$ cat config.mk
export PLATFORM = sky130hd
export DESIGN_NAME = nibble_serial_adder_flat
export DESIGN_NICKNAME = d
export VERILOG_FILES = /design/src/rtl/nibble_add_pkg.sv /design/src/rtl/nibble_serial_adder_if.sv /design/src/rtl/nibble_serial_adder_rca4.sv /design/src/rtl/nibble_serial_adder.sv /design/src/flat_wrapper.sv
export SDC_FILE = /design/constraint.sdc
export NUM_CORES = 1
export LEC_CHECK = 0
export ABC_AREA = 1
export CAP_MARGIN = 40
export CORE_MARGIN = 2
export CORE_UTILIZATION = 30
export DETAILED_ROUTE_END_ITERATION = 12
export PLACE_DENSITY = 0.58
export SLEW_MARGIN = 10
export SYNTH_ARGS = -nofsm -noshare
export SYNTH_HDL_FRONTEND = slang
export SYNTH_HIERARCHICAL = 1
export SYNTH_SLANG_ARGS = --single-unit
$ cat constraint.sdc
create_clock -name clk -period 3.4 [get_ports clk]
set_input_delay 0.34 -clock clk [delete_from_list [all_inputs] [get_ports clk]]
set_output_delay 0.34 -clock clk [all_outputs]
set_load 0.01 [all_outputs]
$ cat src/rtl/nibble_add_pkg.sv
// Shared definitions for the nibble-serial adder: nibble width, FSM encoding
// and a helper that derives the nibble count from the operand width.
package nibble_add_pkg;

    localparam int NIBBLE_W = 4;

    typedef enum logic [1:0] {
        IDLE = 2'd0,
        RUN  = 2'd1,
        DONE = 2'd2
    } state_t;

    function automatic int nibble_count(input int width);
        return width / NIBBLE_W;
    endfunction

endpackage

$ cat src/rtl/nibble_serial_adder_if.sv
// Operand and result handshakes of the nibble-serial adder. The source/sink
// side uses master; the adder itself uses slave.
interface nibble_serial_adder_if #(
    parameter int WIDTH = 16
);
    logic             in_valid;
    logic             in_ready;
    logic [WIDTH-1:0] a;
    logic [WIDTH-1:0] b;
    logic             cin;
    logic             out_valid;
    logic             out_ready;
    logic [WIDTH-1:0] sum;
    logic             cout;

    modport master (
        output in_valid, a, b, cin, out_ready,
        input  in_ready, out_valid, sum, cout
    );

    modport slave (
        input  in_valid, a, b, cin, out_ready,
        output in_ready, out_valid, sum, cout
    );
endinterface

$ cat src/rtl/nibble_serial_adder_rca4.sv
// The existing 4-bit ripple-carry adder, purely combinational.
module nibble_serial_adder_rca4
    import nibble_add_pkg::*;
(
    input  logic [NIBBLE_W-1:0] A,
    input  logic [NIBBLE_W-1:0] B,
    input  logic                Cin,
    output logic [NIBBLE_W-1:0] Sum,
    output logic                Cout
);

    logic [NIBBLE_W:0] c;

    // NOTE: the carry chain lives in one always_comb with a default on every
    // output, so no bit can hold its old value and infer a latch.
    always_comb begin
        c    = '0;
        Sum  = '0;
        c[0] = Cin;
        for (int i = 0; i < NIBBLE_W; i++) begin
            Sum[i]   = A[i] ^ B[i] ^ c[i];
            c[i + 1] = (A[i] & B[i]) | (c[i] & (A[i] ^ B[i]));
        end
        Cout = c[NIBBLE_W];
    end

endmodule

$ cat src/rtl/nibble_serial_adder.sv
// WIDTH-bit adder that streams the operands through one 4-bit ripple-carry
// adder, LSB nibble first, one nibble per clock.
module nibble_serial_adder
    import nibble_add_pkg::*;
#(
    parameter int WIDTH = 16
) (
    input logic                 clk,
    input logic                 rst_n,
    nibble_serial_adder_if.slave bus
);

    localparam int                N     = nibble_count(WIDTH);
    localparam int                CNT_W = $clog2(N);
    localparam logic [CNT_W-1:0]  LAST  = CNT_W'(N - 1);

    state_t              state;
    state_t              next_state;
    logic [WIDTH-1:0]    a_q;
    logic [WIDTH-1:0]    b_q;
    logic                carry;
    logic [CNT_W-1:0]    count;
    logic [WIDTH-1:0]    sum_q;
    logic                cout_q;

    logic [NIBBLE_W-1:0] nib_a;
    logic [NIBBLE_W-1:0] nib_b;
    logic [NIBBLE_W-1:0] nib_sum;
    logic                nib_cout;

    // {count, 2'b00} is the bit offset of nibble k; its width always spans WIDTH.
    always_comb begin
        nib_a = a_q[{count, 2'b00} +: NIBBLE_W];
        nib_b = b_q[{count, 2'b00} +: NIBBLE_W];
    end

    nibble_serial_adder_rca4 u_rca4 (
        .A    (nib_a),
        .B    (nib_b),
        .Cin  (carry),
        .Sum  (nib_sum),
        .Cout (nib_cout)
    );

    // NOTE: registers use non-blocking assignments so every flop samples the
    // pre-edge value of the others, independent of statement order.
    always_ff @(posedge clk) begin
        if (!rst_n) state <= IDLE;
        else        state <= next_state;
    end

    // The illegal encoding 2'd3 falls through to the default and recovers to IDLE.
    always_comb begin
        next_state = IDLE;
        case (state)
            IDLE:    next_state = bus.in_valid  ? RUN  : IDLE;
            RUN:     next_state = (count == LAST) ? DONE : RUN;
            DONE:    next_state = bus.out_ready ? IDLE : DONE;
            default: next_state = IDLE;
        endcase
    end

    always_comb begin
        bus.in_ready  = (state == IDLE);
        bus.out_valid = (state == DONE);
    end

    always_ff @(posedge clk) begin
        if (!rst_n) begin
            a_q    <= '0;
            b_q    <= '0;
            carry  <= 1'b0;
            count  <= '0;
            sum_q  <= '0;
            cout_q <= 1'b0;
        end else begin
            case (state)
                IDLE: begin
                    if (bus.in_valid) begin
                        a_q   <= bus.a;
                        b_q   <= bus.b;
                        carry <= bus.cin;
                        count <= '0;
                    end
                end
                RUN: begin
                    sum_q[{count, 2'b00} +: NIBBLE_W] <= nib_sum;
                    carry <= nib_cout;
                    if (count == LAST) cout_q <= nib_cout;
                    else               count  <= count + 1'b1;
                end
                default: ;
            endcase
        end
    end

    assign bus.sum  = sum_q;
    assign bus.cout = cout_q;

endmodule

$ cat src/flat_wrapper.sv
// flat-port wrapper written by rule: the top's interface ports become plain ports
module nibble_serial_adder_flat import nibble_add_pkg::*;
#(
    parameter int WIDTH = 16
)
  (clk, rst_n, bus_in_valid, bus_a, bus_b, bus_cin, bus_out_ready, bus_in_ready, bus_out_valid, bus_sum, bus_cout);
  nibble_serial_adder_if #(.WIDTH(WIDTH)) bus_i ();
  input logic clk;
  input logic rst_n;
  input wire logic [$bits(bus_i.in_valid)-1:0] bus_in_valid;
  input wire logic [$bits(bus_i.a)-1:0] bus_a;
  input wire logic [$bits(bus_i.b)-1:0] bus_b;
  input wire logic [$bits(bus_i.cin)-1:0] bus_cin;
  input wire logic [$bits(bus_i.out_ready)-1:0] bus_out_ready;
  output wire logic [$bits(bus_i.in_ready)-1:0] bus_in_ready;
  output wire logic [$bits(bus_i.out_valid)-1:0] bus_out_valid;
  output wire logic [$bits(bus_i.sum)-1:0] bus_sum;
  output wire logic [$bits(bus_i.cout)-1:0] bus_cout;
  assign bus_i.in_valid = bus_in_valid;
  assign bus_i.a = bus_a;
  assign bus_i.b = bus_b;
  assign bus_i.cin = bus_cin;
  assign bus_i.out_ready = bus_out_ready;
  assign bus_in_ready = bus_i.in_ready;
  assign bus_out_valid = bus_i.out_valid;
  assign bus_sum = bus_i.sum;
  assign bus_cout = bus_i.cout;
  nibble_serial_adder #(.WIDTH(WIDTH)) u_core (.clk(clk), .rst_n(rst_n), .bus(bus_i));
endmodule
---- Yosys cells after proc, flatten, opt, wreduce, memory -nomap -nowiden ----
Cells that the tools add are included.
word-level totals
  flip-flop bits (word level) ............. 54
  input bits .............................. 37
  output and inout port bits .............. 19
  word-level logic and storage cells ...... 54
cells by class
  add/subtract/negate cells ............... 2
  eq/ne operators ......................... 5
  shift operators ......................... 4
  mux-type cells .......................... 10
  bitwise operators ....................... 20
  reductions and logical operators ........ 6
operator list
  kind                                                  number
  indexed part select 16 x 5 -> 4 bit                   2
  bitwise mux 16 bit                                    1
  variable shift 4 x 6 -> 16 bit, first input constant  1
  indexed part select 4 x 6 -> 16 bit                   1
  AND 1 bit                                             8
  2-to-1 mux 2 bit                                      4
  bitwise XOR 1 bit                                     8
  negation 4 -> 6 bit                                   1
  case mux 2 bit (3 select lines)                       1
  AND reduction 2 bit                                   3
  equality test 2 bit, second input constant            2
  inequality test 2 bit, second input constant          2
  OR 1 bit                                              4
  case mux 2 bit (2 select lines)                       1
  AND reduction 3 bit                                   1
  adder 2 x 1 -> 2 bit, second input constant           1
  equality test 2 x 1 -> 1 bit, second input constant   1
  logical NOT 2 bit                                     1
  2-to-1 mux 1 bit                                      2
  case mux 1 bit (2 select lines)                       1
  nonzero test 2 bit                                    1

---- Logic depth before layout (Yosys ltp) ----
Gate-level depths: netlist of run 1.
  depth in word-level cells ............... 11
  depth in mapped cells ................... 16

---- Modules after synthesis ----
The synthesis of run 1 kept the hierarchy.
by module, submodules not included
  module                    times used  cells an instance  area each (µm²)  sequential area each (µm²)
  nibble_serial_adder       1           335                2413.6           1081.0
  nibble_serial_adder_rca4  1           14                 117.6            0.0

---- Least setup slack after synthesis of run 1 ----
Ideal clock, no wire load.
  kind .................................... register to register
  start point ............................. reg u_core.count[1]
  end point ............................... reg u_core.sum_q[15] (netlist: u_core/bus.sum[15])
  library setup time ...................... 0.070 ns
  arrival ................................. 2.761 ns
  slack ................................... 0.568 ns
  cell stages (with the launch flop) ...... 16
  path buffers ............................ 0
  cell sequence ........................... dfxtp_1 clkinv_1 o21ai_0 o22ai_1 fa_1 inv_1 fa_1 inv_1 fa_1 inv_1 fa_1 inv_1 nand2_1 inv_1 nand3_1 a21oi_1
on the way
  longest elaborated chain between the ends .. 11
RTL lines
  element                                  line                            text
  from (decl)                              nibble_serial_adder.sv:22       logic [CNT_W-1:0] count;
  from (signal assigned)                   nibble_serial_adder.sv:90       else count <= count + 1'b1;
  indexed part select 16 x 5 -> 4 bit (*)  nibble_serial_adder.sv:33       nib_a = a_q[{count, 2'b00} +: NIBBLE_W];
  net u_core.nib_a[0]                      nibble_serial_adder.sv:26       logic [NIBBLE_W-1:0] nib_a;
  bitwise XOR 1 bit                        nibble_serial_adder_rca4.sv:22  c[i + 1] = (A[i] & B[i]) | (c[i] & (A[i] ^ B[i]));
  AND 1 bit                                nibble_serial_adder_rca4.sv:22
  OR 1 bit (*)                             nibble_serial_adder_rca4.sv:22
  AND 1 bit (*)                            nibble_serial_adder_rca4.sv:22
  OR 1 bit (*)                             nibble_serial_adder_rca4.sv:22
  AND 1 bit (*)                            nibble_serial_adder_rca4.sv:22
  OR 1 bit (*)                             nibble_serial_adder_rca4.sv:22
  bitwise XOR 1 bit (*)                    nibble_serial_adder_rca4.sv:21  Sum[i] = A[i] ^ B[i] ^ c[i];
  net u_core.nib_sum[3]                    nibble_serial_adder.sv:28       logic [NIBBLE_W-1:0] nib_sum;
  indexed part select 4 x 6 -> 16 bit (*)  nibble_serial_adder.sv:87       sum_q[{count, 2'b00} +: NIBBLE_W] <= nib_sum;
  bitwise mux 16 bit (*)                   nibble_serial_adder.sv:87
  to (signal, indexed assignment)          nibble_serial_adder.sv:87
  to (decl)                                nibble_serial_adder.sv:23       logic [WIDTH-1:0] sum_q;
The timed path passes the listed nets; every way through them passes the cells marked *.
A chain may end at the register's enable or synchronous reset.

---- Final worst setup path of run 1 ----
  start point ............................. reg u_core.count[1]
  end point ............................... reg u_core.sum_q[7] (netlist: u_core/bus.sum[7])
on the way
  longest elaborated chain between the ends .. 11
RTL lines
  element                                  line                            text
  indexed part select 16 x 5 -> 4 bit (*)  nibble_serial_adder.sv:34       nib_b = b_q[{count, 2'b00} +: NIBBLE_W];
  net u_core.nib_b[0]                      nibble_serial_adder.sv:27       logic [NIBBLE_W-1:0] nib_b;
  bitwise XOR 1 bit                        nibble_serial_adder_rca4.sv:22
  AND 1 bit                                nibble_serial_adder_rca4.sv:22
  OR 1 bit (*)                             nibble_serial_adder_rca4.sv:22
  AND 1 bit (*)                            nibble_serial_adder_rca4.sv:22
  OR 1 bit (*)                             nibble_serial_adder_rca4.sv:22
  AND 1 bit (*)                            nibble_serial_adder_rca4.sv:22
  OR 1 bit (*)                             nibble_serial_adder_rca4.sv:22
  bitwise XOR 1 bit (*)                    nibble_serial_adder_rca4.sv:21
  net u_core.nib_sum[3]                    nibble_serial_adder.sv:28
  indexed part select 4 x 6 -> 16 bit (*)  nibble_serial_adder.sv:87
  bitwise mux 16 bit (*)                   nibble_serial_adder.sv:87
Marked as above.

==> metrics.cfg, run 1 <==
[power]
ir_worst_vdd_v=0.000153
power.density_nw_per_um2=439
comb_power_share=0.256
switching_power_w=0.000451
p_leak_nw=1.34
p_int_w=0.000970
clkPwrFrac=0.248
swShare=0.318
pwr-share-seq=0.496

[clock_network]
clock_sinks=54
numCtsBuffers=5
tritoncts=yes
cts_buffer_depth=2
htree_levels=2
clk_pin_slew_worst_paths_ns=0.09
hold_buffers=0
cts_setup_buffers=0
insertion_delay_ns=0.30
cts-root-buf=clkbuf_8
cts_resized=0

[logic_synthesis]
synthesis.nets=396
yosys_warnings=6
synth_compound_area_frac=0.161
ys_seq_area_frac=0.427
syn_area_um2=2530
synthSimpleGateAreaFrac=0.264
synth_top_family_by_area=simple AND/OR/NAND/NOR gates
postSynthAreaPerCell_um2=7.25
synth_mux_area_frac=0
synth-xor-area-share=0
synthAdderAreaFrac=0.0613
ys_ff_latch=54
synthCells=349
synthDistinctLibCells=24

[die]
fp.dieH_um=95.9
rows=33
start_util=0.308
die_w_um=95.9
num_io_pins=56
die-area_um2=9190
coreArea_um2=8220

[critical_path]
r2r_cells=15
cp_slowest_cell=fa_1
rr_startpoint=u_core/count[1]
endpoint_kind=register
crit_top_cell=inv_1
r2r_setup_slack_ns=0.42
critical_path_class=reg -> reg
cp_max_fo=12
r2r-end=u_core/bus.sum[7]
cp.required_ns=3.63
startpoint_type=register
arrival_ns=3.21
path_cells=clkinv_1 > o21ai_0 > o22ai_1 > fa_1 > inv_1 > fa_1 > inv_1 > fa_1 > inv_1 > fa_1 > inv_1 > nand2_1 > inv_1 > nand3_1 > a21oi_1
slowest_delay_ns=0.40

[global_routing]
grt_start_max_net_pins=37
grt_pass1_vias=2092
grt.overflow.total=0
grt_usage=0.134
antenna_found_initial=0
grt_pass1_wl_um=9730

[timing]
drv_slew=0
fmax_mhz=336
period_share=0.876
setup_viol=0
skew_ns=0.00450
relSlewSlack=0.577
setup_tns_ns=0
rsz0062_at_grt=false
period_needed_ns=2.98
tightest_slew_ns=0.633
hold_violations=0

[worst_hold_path]
hold_class=reg -> reg
hp-start=u_core/bus.sum[0]
hold_end=u_core/bus.sum[0]
min_path_cells=2

[placement]
gp_congestion=0.828
dp_hpwl_um=4460
io_buffers=55
postPlaceCellArea_um2=3150

[cells_and_area]
layout_common_cells=103 x nor2_1, 55 x clkdlybuf4s50_1, 54 x dfxtp_1
design_area_um2=3240
diodes=0
final_common_cell=nor2_1
area_growth_pct=28.0
drive_gt1_frac=0.0522
final_net_count=448

[outcome]
status=completed

[routing]
routedWlPerCell_um=11.6
routed_via_density=4.51
antenna_left=0
num_vias=2287
drc=0
drt_iter0_markers=75
drt-pass1-iter-count=4
wl_um=5900

[job]
max_cap_violations=0

## layer usage
layer	GRT usage	wire (um)	vias to the layer above
li1	-	-	1217
met1	0.177	2910	1019
met2	0.220	2700	47
met3	0.0313	263	4
met4	0.0333	36	0
met5	0	0	-
## state kept, by name (all words and copies together), names as in the netlist
| name | cells |
|---|---|
| u_core/a_q | 16 |
| u_core/state | 2 |
| u_core/bus.sum | 16 |
| u_core/bus.cout | 1 |
| u_core/b_q | 16 |
| u_core/carry | 1 |
| u_core/count | 2 |
## cells in the mapped netlist (all sizes together)
cell	number	area, um^2
clkbuf	8	31.3
a31oi	1	6.26
nor2	106	424
a21oi	17	85.1
ha	6	75.1
buf	7	65.1
dfxtp	54	1080
nand4	1	6.26
clkinv	1	3.75
o22ai	8	50.1
inv	31	119
nand2	35	154
fa	4	80.1
nand3	17	85.1
o21ai	53	265
## metrics by stage
stage                     utilization  power, W  hold slack, ns  setup WS (ns)  cells
after global placement          0.384   0.00108           0.451          0.550    499
after CTS                       0.394   0.00144           0.469          0.429    507
final                           0.394   0.00142           0.467          0.422    507
after global routing            0.394   0.00152           0.480          0.158    507
after floorplan                     -  0.000958           0.449          0.568    349
after detailed placement        0.384   0.00108           0.454          0.451    499
## how the worst max path moves through the flow
| stage | from | slack (ns) | to | cells after the start |
|---|---|---|---|---|
| floorplan | u_core/count[1] | 0.57 | u_core/bus.sum[15] | 15 |
| global placement | u_core/count[1] | 0.55 | u_core/bus.sum[15] | 15 |
| detailed placement | u_core/count[1] | 0.45 | u_core/bus.sum[7] | 15 |
| CTS | u_core/count[1] | 0.43 | u_core/bus.sum[7] | 15 |
| global route | u_core/count[1] | 0.16 | u_core/bus.sum[7] | 15 |
| finish | u_core/count[1] | 0.42 | u_core/bus.sum[7] | 15 |
## kinds of logic (layout without fill, tap and decap cells)
logic type	Yosys count	in the layout
adders and majority gates	10	10
buffers and inverters	47	100
and+or+nand+nor	159	159
DFF	54	54
AOI/OAI and AO/OA	79	79
## final cells by class
cell class	instances	area, um^2
Clock inverter	2	13.8
Sequential cell	54	1080
Tap cell	105	131
Fill cell	903	4980
Clock buffer	6	72.6
Timing Repair Buffer	60	588
Inverter	32	123
Multi-Input combinational cell	248	1230
## power by group through the flow
stage,registers [W],clock network (W),logic [W]
finish,0.000704,0.000353,0.000364
global route,0.000710,0.000393,0.000414
CTS,0.000705,0.000369,0.000363
detailed placement,0.000720,0,0.000363
global placement,0.000720,0,0.000359
floorplan,0.000715,0,0.000243
## worst max-delay path: cells and delay by family (launching register included)
kind	cells	cell delay [ns]
compound gates	3	0.46
buf+inv	6	0.68
simple gates	2	0.14
fa+ha+maj	4	1.29
flops	1	0.34
Note: power is estimated with default switching activity, not from simulation.
==> run 2, diff against run 1 <==
--- a/config.mk
+++ b/config.mk
@@ -5,7 +5,6 @@
 export SDC_FILE = /design/constraint.sdc
 export NUM_CORES = 1
 export LEC_CHECK = 0
-export ABC_AREA = 1
 export CAP_MARGIN = 40
 export CORE_MARGIN = 2
 export CORE_UTILIZATION = 30
==> run 2 against run 1 <==
Net effect:
- sequential power shrank 3.4%
- synthesized area grew 5.8%
- utilization shrank 0.34 points
- worst setup slack lost 0.13 ns
- maximum frequency shrank 4.2%
- clock skew grew 0.0046 ns
- first-iteration DRC count shrank 1.3%
- critical path type unchanged
- sequential share of layout area shrank 1.5 points
==> metrics.cfg, run 2 <==
[die]
fp.dieH_um=98.5
coreArea_um2=8680
rows=34
num_io_pins=56
start_util=0.309
die-area_um2=9700
die_w_um=98.5

[power]
p_leak_nw=1.19
power.density_nw_per_um2=385
totalPowerFinal_w=0.00131
ir_worst_vdd_v=0.000175

[global_routing]
grt_start_max_net_pins=34
met3_usage=0.0298
grt.overflow.total=0
busiest_layer=met2
grt_usage=0.119
grt_use_met2=0.186
use_met1=0.161
antenna_found_initial=0
grt_pass1_wl_um=9470
grt_pass1_vias=2000

[clock_network]
cts-root-buf=clkbuf_8
hold_buffers=0
insertion_delay_ns=0.30
cts_resized=0
tritoncts=yes
htree_levels=2
cts_setup_buffers=0
clk_pin_slew_worst_paths_ns=0.09
numCtsBuffers=5
cts_buffer_depth=2
clock_sinks=54

[logic_synthesis]
synth.top_cell.area_share=0.404
synth.most_common_cell=nand2_1
ys_seq_area_frac=0.404
synth_edf_count=0
synthTopCellsByCount=82 x nand2_1, 54 x dfxtp_1, 30 x a21boi_2
async_reset_ff_frac=0
ys.flop_type=dfxtp_1
synth_area_leaders=dfxtp_1 40%, a21boi_2 13%, nand2_1 11%, mux4_2 6.7%, buf_6 3.4%
syn_area_um2=2680
postSynthAreaPerCell_um2=9.77
synth_top_area_cell=dfxtp_1
ys_ff_latch=54
yosys_warnings=6
synthCells=274
synthDistinctLibCells=35
synthesis.nets=321

[timing]
hold_violations=0
fmax_mhz=322
skew_ns=0.00912
setup_tns_ns=0
setup_viol=0
tightest_slew_ns=0.710
rsz0062_at_grt=false
period_share=0.914
drv_slew=0
period_needed_ns=3.11
relSlewSlack=0.525

[routing]
wl_um=5530
routed_via_density=4.65
num_vias=2013
drc=0
drt-pass1-iter-count=4
routedWlPerCell_um=12.8
drt_iter0_markers=74
antenna_left=0

[critical_path]
cp_max_fo=6
startpoint_type=register
critical_path_buf_inv_count=4
slowest_delay_ns=0.57
path_cells=mux4_2 > fa_1 > inv_1 > fa_1 > inv_1 > fa_1 > inv_1 > fa_1 > inv_1 > nand2_1 > o22ai_1
crit_family=adder cells
cp_slowest_cell=mux4_2
endpoint_kind=register
r2r_cells=11
r2r_setup_slack_ns=0.29
rr_startpoint=u_core/count[0]
arrival_ns=3.34
critical_path_class=reg -> reg
cp.required_ns=3.64
r2r-end=u_core/bus.sum[3]

[cells_and_area]
final_net_count=371
layout_common_cells=82 x nand2_1, 55 x clkdlybuf4s50_1, 54 x dfxtp_1
final-instance-count-excl-fill=433
design_area_um2=3390
diodes=0
utilization=0.391
final_common_cell=nand2_1
area_growth_pct=26.7
drive_gt1_frac=0.182

[placement]
io_buffers=55
gp_congestion=0.753
postPlaceCellArea_um2=3280
dp_hpwl_um=4220
placed_cells=425

[worst_hold_path]
hold_class=reg -> reg
min_path_cells=2
hp-start=u_core/bus.sum[3]
hold_end=u_core/bus.sum[3]

[outcome]
status=completed

[job]
max_cap_violations=0

[run 2: changes by cell type after synthesis, moves of 5 or more]
cell,previous run,this run
nand2_1,32,82
nor2b_1,0,5
nand3_1,17,1
a21oi_1,17,0
o21ai_0,53,2
nor2_1,103,2
a21boi_0,0,8
mux4_2,0,8
inv_1,28,13
a21boi_2,0,30
[run 2: through the flow]
step / hold slack [ns] / setup slack (ns)
after floorplan: 0.440 / 0.365
after global placement: 0.452 / 0.380
after detailed placement: 0.457 / 0.328
after CTS: 0.470 / 0.283
after global routing: 0.487 / 0.102
final: 0.466 / 0.292
[run 2: worst max path at each step]
stage	depth (start not counted)	to	from
after floorplan	12	u_core/bus.sum[3]	u_core/count[0]
after global placement	11	u_core/bus.sum[3]	u_core/count[0]
after detailed placement	11	u_core/bus.sum[3]	u_core/count[0]
after CTS	11	u_core/bus.sum[3]	u_core/count[0]
after global routing	11	u_core/bus.sum[3]	u_core/count[0]
final	11	u_core/bus.sum[3]	u_core/count[0]
[run 2: worst reg2reg max path: cells and delay by family, from the launching register on]
kind                       cells  cell delay, ns
adders and majority gates      4            1.36
muxes                          1            0.57
DFF                            1            0.52
buffers and inverters          4            0.33
AOI/OAI and AO/OA              1            0.18
and+or+nand+nor                1            0.08
[run 2: cell families (layout without fill, tap and decap cells)]
kind of cell | after synthesis | after routing | share of synthesized area
AO/OA/AOI/OAI | 54 | 54 | 0.189
buffers and inverters | 31 | 82 | 0.0678
AND/OR/NAND/NOR | 116 | 116 | 0.210
flip-flops | 54 | 54 | 0.404
adder cells (fa/ha/maj) | 10 | 10 | 0.0579
multiplexers | 9 | 9 | 0.0710
[run 2: layout make-up]
type / instances / area, um^2
inverters: 13 / 48.8
clock buffers: 8 / 110
well taps: 108 / 135
fillers: 888 / 5290
multi-input cells: 189 / 1420
repair buffers: 61 / 603
flip-flops and latches: 54 / 1080
[run 2: routing by layer]
metal	up-vias	wire, um
li1	1025	-
met1	931	2660
met2	50	2540
met3	7	260
met4	0	71
met5	-	0
[run 2: where the power goes]
group	internal, W	switching (W)
registers	0.000660	0.0000200
clock network	0.000206	0.000202
logic	0.000114	0.000104
==> run 3, diff against run 2 <==
--- a/config.mk
+++ b/config.mk
@@ -7,9 +7,10 @@
 export LEC_CHECK = 0
 export CAP_MARGIN = 40
 export CORE_MARGIN = 2
-export CORE_UTILIZATION = 30
+export CORE_UTILIZATION = 51
 export DETAILED_ROUTE_END_ITERATION = 12
-export PLACE_DENSITY = 0.58
+export MAX_ROUTING_LAYER = met4
+export PLACE_DENSITY = 0.86
 export SLEW_MARGIN = 10
 export SYNTH_ARGS = -nofsm -noshare
 export SYNTH_HDL_FRONTEND = slang
==> run 3 against run 2 <==
Net effect:
- non-clock buffer count grew 1
- worst setup slack better by 0.12 ns
- routed wire length decreased by 0.67%
- flip-flop and latch count unchanged
- worst hold slack improved by 0.00055 ns
- die area down 40%
- largest cell class unchanged
- power up 2.1%
- clock skew decreased by 0.0024 ns
- global-route usage increased by 9.2 points
- clock-buffer cell count is 2 lower
- critical path type unchanged
==> metrics.cfg, run 3 (synthesis gave the netlist of run 2 again) <==
[timing]
period_share=0.879
relSlewSlack=0.620
setup_tns_ns=0
drv_slew=0
fmax_mhz=335
period_needed_ns=2.99
tightest_slew_ns=0.568
postLayoutSetupSlackWorst_ns=0.411
hold_violations=0
skew_ns=0.00676
whs_ns=0.467
setup_viol=0
rsz0062_at_grt=false

[die]
fp.dieH_um=76.5
num_io_pins=56
rows=26
die_w_um=76.5
start_util=0.528
die-area_um2=5850
coreArea_um2=5070

[global_routing]
grt.overflow.total=0
grt_pass1_wl_um=9830
grt_usage=0.211
grt_start_max_net_pins=34
grt_pass1_vias=2202
antenna_found_initial=0

[clock_network]
htree_levels=2
clock_sinks=54
cts_buffer_depth=2
clk_pin_slew_worst_paths_ns=0.09
cts-root-buf=clkbuf_8
cts_resized=0
hold_buffers=0
numCtsBuffers=5
tritoncts=yes
insertion_delay_ns=0.31
cts_setup_buffers=0

[power]
power.density_nw_per_um2=397
ir_worst_vdd_v=0.000238
p_leak_nw=1.19
totalPowerFinal_w=0.00133

[routing]
drc=0
drt_iter0_markers=85
routed_via_density=5.26
routedWlPerCell_um=13.9
antenna_left=0
num_vias=2076
wl_um=5500
drt-pass1-iter-count=4

[critical_path]
critical_path_class=reg -> reg
path_cells=mux4_2 > fa_1 > inv_1 > fa_1 > inv_1 > fa_1 > inv_1 > fa_1 > inv_1 > nand4_1 > a21boi_0
critical_path_buf_inv_count=4
startpoint_type=register
endpoint_kind=register
arrival_ns=3.23
cp_slowest_cell=mux4_2
crit_family=adder cells
slowest_delay_ns=0.56
cp.required_ns=3.64
cp_max_fo=4

[placement]
preCtsSetupSlack_ns=0.444
dp_hpwl_um=4190
io_buffers=55
placed_cells=388
gp_congestion=0.820

[cells_and_area]
final_net_count=372
drive_gt1_frac=0.182
final_common_cell=nand2_1
layout_common_cells=82 x nand2_1, 55 x clkdlybuf4s50_1, 54 x dfxtp_1
diodes=0
final-instance-count-excl-fill=395
area_growth_pct=25.3

[job]
max_cap_violations=0

[outcome]
status=completed

[worst_hold_path]
hold_class=reg -> reg

run 3: changes by cell type in the layout (fill, tap and decap cells not counted), sizes merged:
cell    delta
bufinv     +1
clkbuf     -2
buf        +1
run 3: final cells by class:
cell class	count	area, um^2
multi-input combinational	189	1420
tap	70	87.6
fill	437	1720
sequential	54	1080
inverter	13	48.8
clock inverter	1	30.0
timing repair buffer	62	611
clock buffer	6	82.6
run 3: tightest hold or removal path, delay by kind of cell, from the launching register on:
kind	cells	cell delay [ns]
compound gates	1	0.05
simple gates	1	0.07
flops	1	0.32
run 3: through the flow:
step	utilization	instance area [um^2]
2_1_floorplan	-	2680
3_3_place_gp	0.636	3230
3_5_place_dp	0.639	3240
4_1_cts	0.661	3360
5_1_grt	0.661	3360
6_report	0.661	3360
run 3: path summary, 6_finish.rpt:
check / startpoint / end / slack [ns] / cells after the start
setup reg to reg: u_core/count[0] / u_core/bus.sum[15] / 0.41 / 11
setup / recovery: u_core/count[0] / u_core/bus.sum[15] / 0.41 / 11
hold reg to reg: u_core/b_q[11] / u_core/b_q[11] / 0.47 / 2
hold / removal: u_core/b_q[11] / u_core/b_q[11] / 0.47 / 2
run 3: per-layer routing:
metal / share of wire / GRT usage
met4: 0.016 / 0.0655
met1: 0.42 / 0.242
met5: 0 / -
met2: 0.51 / 0.365
met3: 0.053 / 0.0509
run 3: report_power, final:
part / internal, W / total [W] / leakage (nW) / switching [W]
combinational: 0.000115 / 0.000221 / 0.697 / 0.000106
sequential: 0.000660 / 0.000680 / 0.441 / 0.0000197
clock: 0.000236 / 0.000432 / 0.0573 / 0.000196
